File: config.mk
export PLATFORM = sky130hd
export DESIGN_NAME = game_controller
export DESIGN_NICKNAME = d
export VERILOG_FILES = /design/src/rtl/game_pkg.sv /design/src/rtl/match_filter.sv /design/src/rtl/game_controller.sv
export SDC_FILE = /design/constraint.sdc
export NUM_CORES = 1
export LEC_CHECK = 0
export ABC_AREA = 1
export ABC_CLOCK_PERIOD_IN_PS = 2700
export CORE_MARGIN = 1.5
export CORE_UTILIZATION = 50
export DETAILED_ROUTE_END_ITERATION = 16
export GPL_ROUTABILITY_DRIVEN = 0
export PLACE_DENSITY = 0.8
export SLEW_MARGIN = 0
export SYNTH_ARGS = -nofsm -noshare
export SYNTH_HDL_FRONTEND = slang
export SYNTH_HIERARCHICAL = 1
export SYNTH_SLANG_ARGS = --single-unit
File: constraint.sdc
create_clock -name clk -period 2.7 [get_ports clk]
set_input_delay 0.27 -clock clk [delete_from_list [all_inputs] [get_ports clk]]
set_output_delay 0.27 -clock clk [all_outputs]
set_load 0.005 [all_outputs]
File: src/rtl/game_pkg.sv
// Shared types and defaults for the switch-matching game controller.
package game_pkg;

    typedef enum logic [1:0] {
        ST_IDLE   = 2'd0,
        ST_SETTLE = 2'd1,
        ST_PLAY   = 2'd2,
        ST_OVER   = 2'd3
    } state_t;

    localparam int GAME_SECONDS_DEF = 30;
    localparam int MATCH_HOLD_DEF   = 16;
    localparam int SCORE_W          = 4;
    localparam int TIME_W           = 6;

    function automatic logic [SCORE_W-1:0] sat_inc(input logic [SCORE_W-1:0] v);
        return (&v) ? v : v + SCORE_W'(1);
    endfunction

endpackage

File: src/rtl/match_filter.sv
// Counts consecutive cycles of sw==target; hit flags the HOLD-th equal cycle.
module match_filter
    import game_pkg::*;
#(
    parameter int HOLD = MATCH_HOLD_DEF
) (
    input  logic clk,
    input  logic rst_n,
    input  logic clear,
    input  logic equal,
    output logic hit
);

    localparam logic [7:0] LAST = 8'(HOLD - 1);

    logic [7:0] cnt;

    assign hit = !clear && equal && (cnt == LAST);

    // Restarting on hit keeps the count bounded by HOLD-1.
    always_ff @(posedge clk or negedge rst_n) begin
        if (!rst_n)
            cnt <= '0;
        else if (clear || !equal || hit)
            cnt <= '0;
        else
            cnt <= cnt + 8'd1;
    end

endmodule

File: src/rtl/game_controller.sv
// Round controller: timed game where holding sw on target for MATCH_HOLD cycles scores a point.
module game_controller
    import game_pkg::*;
#(
    parameter int GAME_SECONDS = GAME_SECONDS_DEF,
    parameter int MATCH_HOLD   = MATCH_HOLD_DEF
) (
    input  logic               clk,
    input  logic               rst_n,
    input  logic               start,
    input  logic               tick,
    input  logic [7:0]         sw,
    input  logic [7:0]         target,
    output logic               new_number,
    output logic [SCORE_W-1:0] score,
    output logic [TIME_W-1:0]  time_remaining,
    output logic               playing,
    output logic               game_end
);

    localparam logic [TIME_W-1:0] T_LOAD = TIME_W'(GAME_SECONDS);

    state_t              state, state_nxt;
    logic [SCORE_W-1:0]  score_nxt;
    logic [TIME_W-1:0]   time_nxt;
    logic                nn_nxt, playing_nxt, end_nxt;
    logic                hit, clear, running, idle_like, time_out;

    assign running   = (state == ST_SETTLE) || (state == ST_PLAY);
    assign idle_like = (state == ST_IDLE) || (state == ST_OVER);
    assign clear     = (state != ST_PLAY);
    assign time_out  = running && tick && (time_remaining == TIME_W'(1));

    match_filter #(.HOLD(MATCH_HOLD)) u_match (
        .clk   (clk),
        .rst_n (rst_n),
        .clear (clear),
        .equal (sw == target),
        .hit   (hit)
    );

    always_ff @(posedge clk or negedge rst_n) begin
        if (!rst_n) begin
            state          <= ST_IDLE;
            score          <= '0;
            time_remaining <= T_LOAD;
            new_number     <= 1'b0;
            playing        <= 1'b0;
            game_end       <= 1'b0;
        end else begin
            state          <= state_nxt;
            score          <= score_nxt;
            time_remaining <= time_nxt;
            new_number     <= nn_nxt;
            playing        <= playing_nxt;
            game_end       <= end_nxt;
        end
    end

    always_comb begin
        state_nxt = state;
        case (state)
            ST_IDLE, ST_OVER: if (start) state_nxt = ST_SETTLE;
            ST_SETTLE:        state_nxt = time_out ? ST_OVER : ST_PLAY;
            ST_PLAY: begin
                if (time_out)
                    state_nxt = ST_OVER;
                else if (hit)
                    state_nxt = ST_SETTLE;
            end
            default:          state_nxt = ST_IDLE;
        endcase
    end

    // Running out of time wins over a match completing in the same cycle.
    always_comb begin
        score_nxt = score;
        time_nxt  = time_remaining;
        nn_nxt    = 1'b0;
        if (idle_like && start) begin
            score_nxt = '0;
            time_nxt  = T_LOAD;
            nn_nxt    = 1'b1;
        end
        if (running && tick && (time_remaining != '0))
            time_nxt = time_remaining - TIME_W'(1);
        if ((state == ST_PLAY) && hit && !time_out) begin
            score_nxt = sat_inc(score);
            nn_nxt    = 1'b1;
        end
        playing_nxt = (state_nxt == ST_SETTLE) || (state_nxt == ST_PLAY);
        end_nxt     = (state_nxt == ST_OVER);
    end

endmodule

==> impl_metrics.yaml <==
grt:
  grt_util_all_layers_pct: 20.5
  grt_pass1_vias: 1191
  grt_pass1_wl_mm: 5.04
  grt_max_degree: 22
  overflow: 0
  antenna_found_initial: 0
cells_and_area:
  area_growth_pct: 28.4
  diodes: 0
  final_nets: 245
  fin_area_mm2: 0.00181
  drive_gt1_share_pct: 12.0
yosys:
  yosys_register_bits: 23
  synth_compound_area_share_pct: 6.66
  synthMuxAreaShare_pct: 0
  synth.cell_area_mm2: 0.00141
  ys.warnings.count: 6
  synth_top_family_by_area: "simple AND/OR/NAND/NOR gates"
  syn-instance-count: 178
  synth-simple-area-share_pct: 31.2
  synth_top_area_share_pct: 33.7
  synth_area_leaders: "dfrtp_1, nand2_1, dfstp_2, ha_1, nor2_1"
  syn_nets: 206
  synth_adder_area_share_pct: 7.10
  ys_seq_area_share_pct: 41.2
  ys_types: 24
  synth_xor_area_share_pct: 7.46
  yosysTopAreaCell: "dfrtp_1"
  syn_avg_cell_area_um2: 7.91
setup_path:
  crit_type: "input port to flop"
  regToRegEndpoint: "playing"
  required_ns: 2.92
  max_stage_delay_ns: 0.48
  r2r_cells: 10
  r2r-start: "state[0]"
  path_delay_family: "simple AND/OR/NAND/NOR gates"
  rrSetupSlack_ns: 0.62
  start_kind: "input port"
  critPathBufInv: 2
  crit_fanout: 3
  crit_chain: "clkdlybuf4s50_1 -> xnor2_1 -> nand4_1 -> nor2_1 -> inv_1 -> nor2_1 -> nor3b_1 -> o21ai_0 -> nand2_1 -> nand2_1 -> nand2_1 -> ha_1"
  crit_slowest_cell: "clkdlybuf4s50_1"
  cpMostUsedCell: "nand2_1"
  end_kind: "flop"
  cp.arrival_ns: 2.35
clock_tree:
  cts_hold_buf: 0
  htreeDepth: 1
  clock_latency_ns: 0.32
  cts-resized-gates: 0
  cts_made_buffers: 3
  ctsLongestPathBuffers: 2
  post-cts-setup-buffer-count: 0
  clk_pin_slew_ns: 0.12
  cts_tree: "done"
  cts_root_buffer: "clkbuf_4"
  clock-sinks: 23
timing:
  relSlewSlack_pct: 39.4
  rsz0062_at_grt: "no"
  worstMarginPinSlew_ns: 0.906
  post-route-period-util_pct: 79.1
  maxSlewViolCount: 0
  fin_skew_ns: 0.00316
  fin_ws_ns: 0.563
  finalSetupViolCount: 0
  setup-tns-final_ns: 0
  holdWs_ns: 0.447
  hold_viol: 0
  period_minus_slack_ns: 2.14
  max_freq_mhz: 468
pwr:
  ir_worst_vdd_uv: 535
  p_per_area_mw_per_mm2: 600
  p_leak_nw: 0.853
  finalPower_w: 0.00109
status:
  status: "completed"
run:
  cap_violations: 0
routing:
  avgRoutedWirePerCell_um: 11.7
  vias: 1258
  drc: 0
  ant_nets: 0
  vias_per_cell: 5.09
  dr.pass1.iters: 4
  routed_wirelength_mm: 2.88
  drtIter0Drc: 70
placement:
  place_area_mm2: 0.00178
  dp_hpwl_mm: 2.32
  place_ws_ns: 0.221
  portBuffers: 32
floorplanning:
  io_pins: 33
  die_area_mm2: 0.00314
  start_util_pct: 52.0
  rows: 19
  core-area_mm2: 0.00271
  dieHeight_um: 56.1
  die_w_um: 56.1
hold_path:
  hold_class: "input port to async pin"
==> registers in the layout (all words and copies together) (netlist names) <==
signal	flops
new_number	1
score	4
time_remaining	6
u_match/cnt	8
game_end	1
playing	1
state	2
==> metrics by stage <==
step | cells | utilization (%)
after floorplan | 178 | -
after detailed placement | 243 | 65.8
after global placement | 243 | 65.8
after global routing | 247 | 66.8
after CTS | 247 | 66.8
final | 247 | 66.8
==> cells in the mapped netlist <==
library cell,n
nand2_1,47
dfrtp_1,19
a21oi_1,2
nand2_2,3
nand4_1,3
o21bai_1,2
nand3_2,2
inv_1,19
xnor2_1,8
nand2_4,1
o21ai_0,2
inv_2,5
nand3_4,1
nand3_1,13
or2_2,1
o21ai_1,7
ha_1,8
dfstp_2,4
nor3b_1,1
o21ai_4,1
o211ai_1,1
xor2_1,4
nor2_2,3
nor2_1,21
==> kinds of logic after synthesis <==
logic type,Yosys count
AOI/OAI and AO/OA,15
xor gates and xnor gates,12
adders and majority gates,8
buffers and inverters,24
DFF,23
and+or+nand+nor,96
==> metal layers <==
| metal | vias up | share of wire, % | global-route usage [%] |
|---|---|---|---|
| li1 | 639 | - | - |
| met1 | 596 | 41 | 24.8 |
| met2 | 19 | 54 | 35.8 |
| met3 | 4 | 3.3 | 2.09 |
| met4 | 0 | 1.8 | 10.9 |
| met5 | - | 0 | 0 |
==> worst max-delay path by stage <==
| stage | cells after the start | slack (ns) | to | start |
|---|---|---|---|---|
| global route | 12 | 0.35 | playing | sw[5] |
| finish | 12 | 0.56 | playing | sw[5] |
| floorplan | 10 | 0.90 | playing | state[0] |
| CTS | 12 | 0.56 | playing | target[6] |
| detailed placement | 12 | 0.22 | playing | target[6] |
| global placement | 12 | 0.37 | playing | target[4] |
==> final cells by class <==
type / instances / area (um^2)
fill: 232 / 901
multi-input combinational: 131 / 738
sequential: 23 / 581
timing repair buffer: 34 / 335
inverter: 24 / 90.1
tap: 31 / 38.8
clock buffer: 4 / 26.3
==> where the power goes <==
part,internal [W],switching [W]
logic,0.000209,0.000243
registers,0.000420,0.0000494
clock network,0.0000579,0.000106
total,0.000687,0.000398
==> cells in the final DEF, fill, tap and decap left out, drive strengths merged <==
master / n
nand3: 16
or2: 1
nand2: 51
clkdlybuf4s50: 32
dfstp: 4
clkbuf: 4
nand4: 3
nor3b: 1
ha: 8
xnor2: 8
nor2: 24
buf: 2
o211ai: 1
o21ai: 10
o21bai: 2
inv: 24
xor2: 4
dfrtp: 19
a21oi: 2
(Power assumes the default switching activity.)
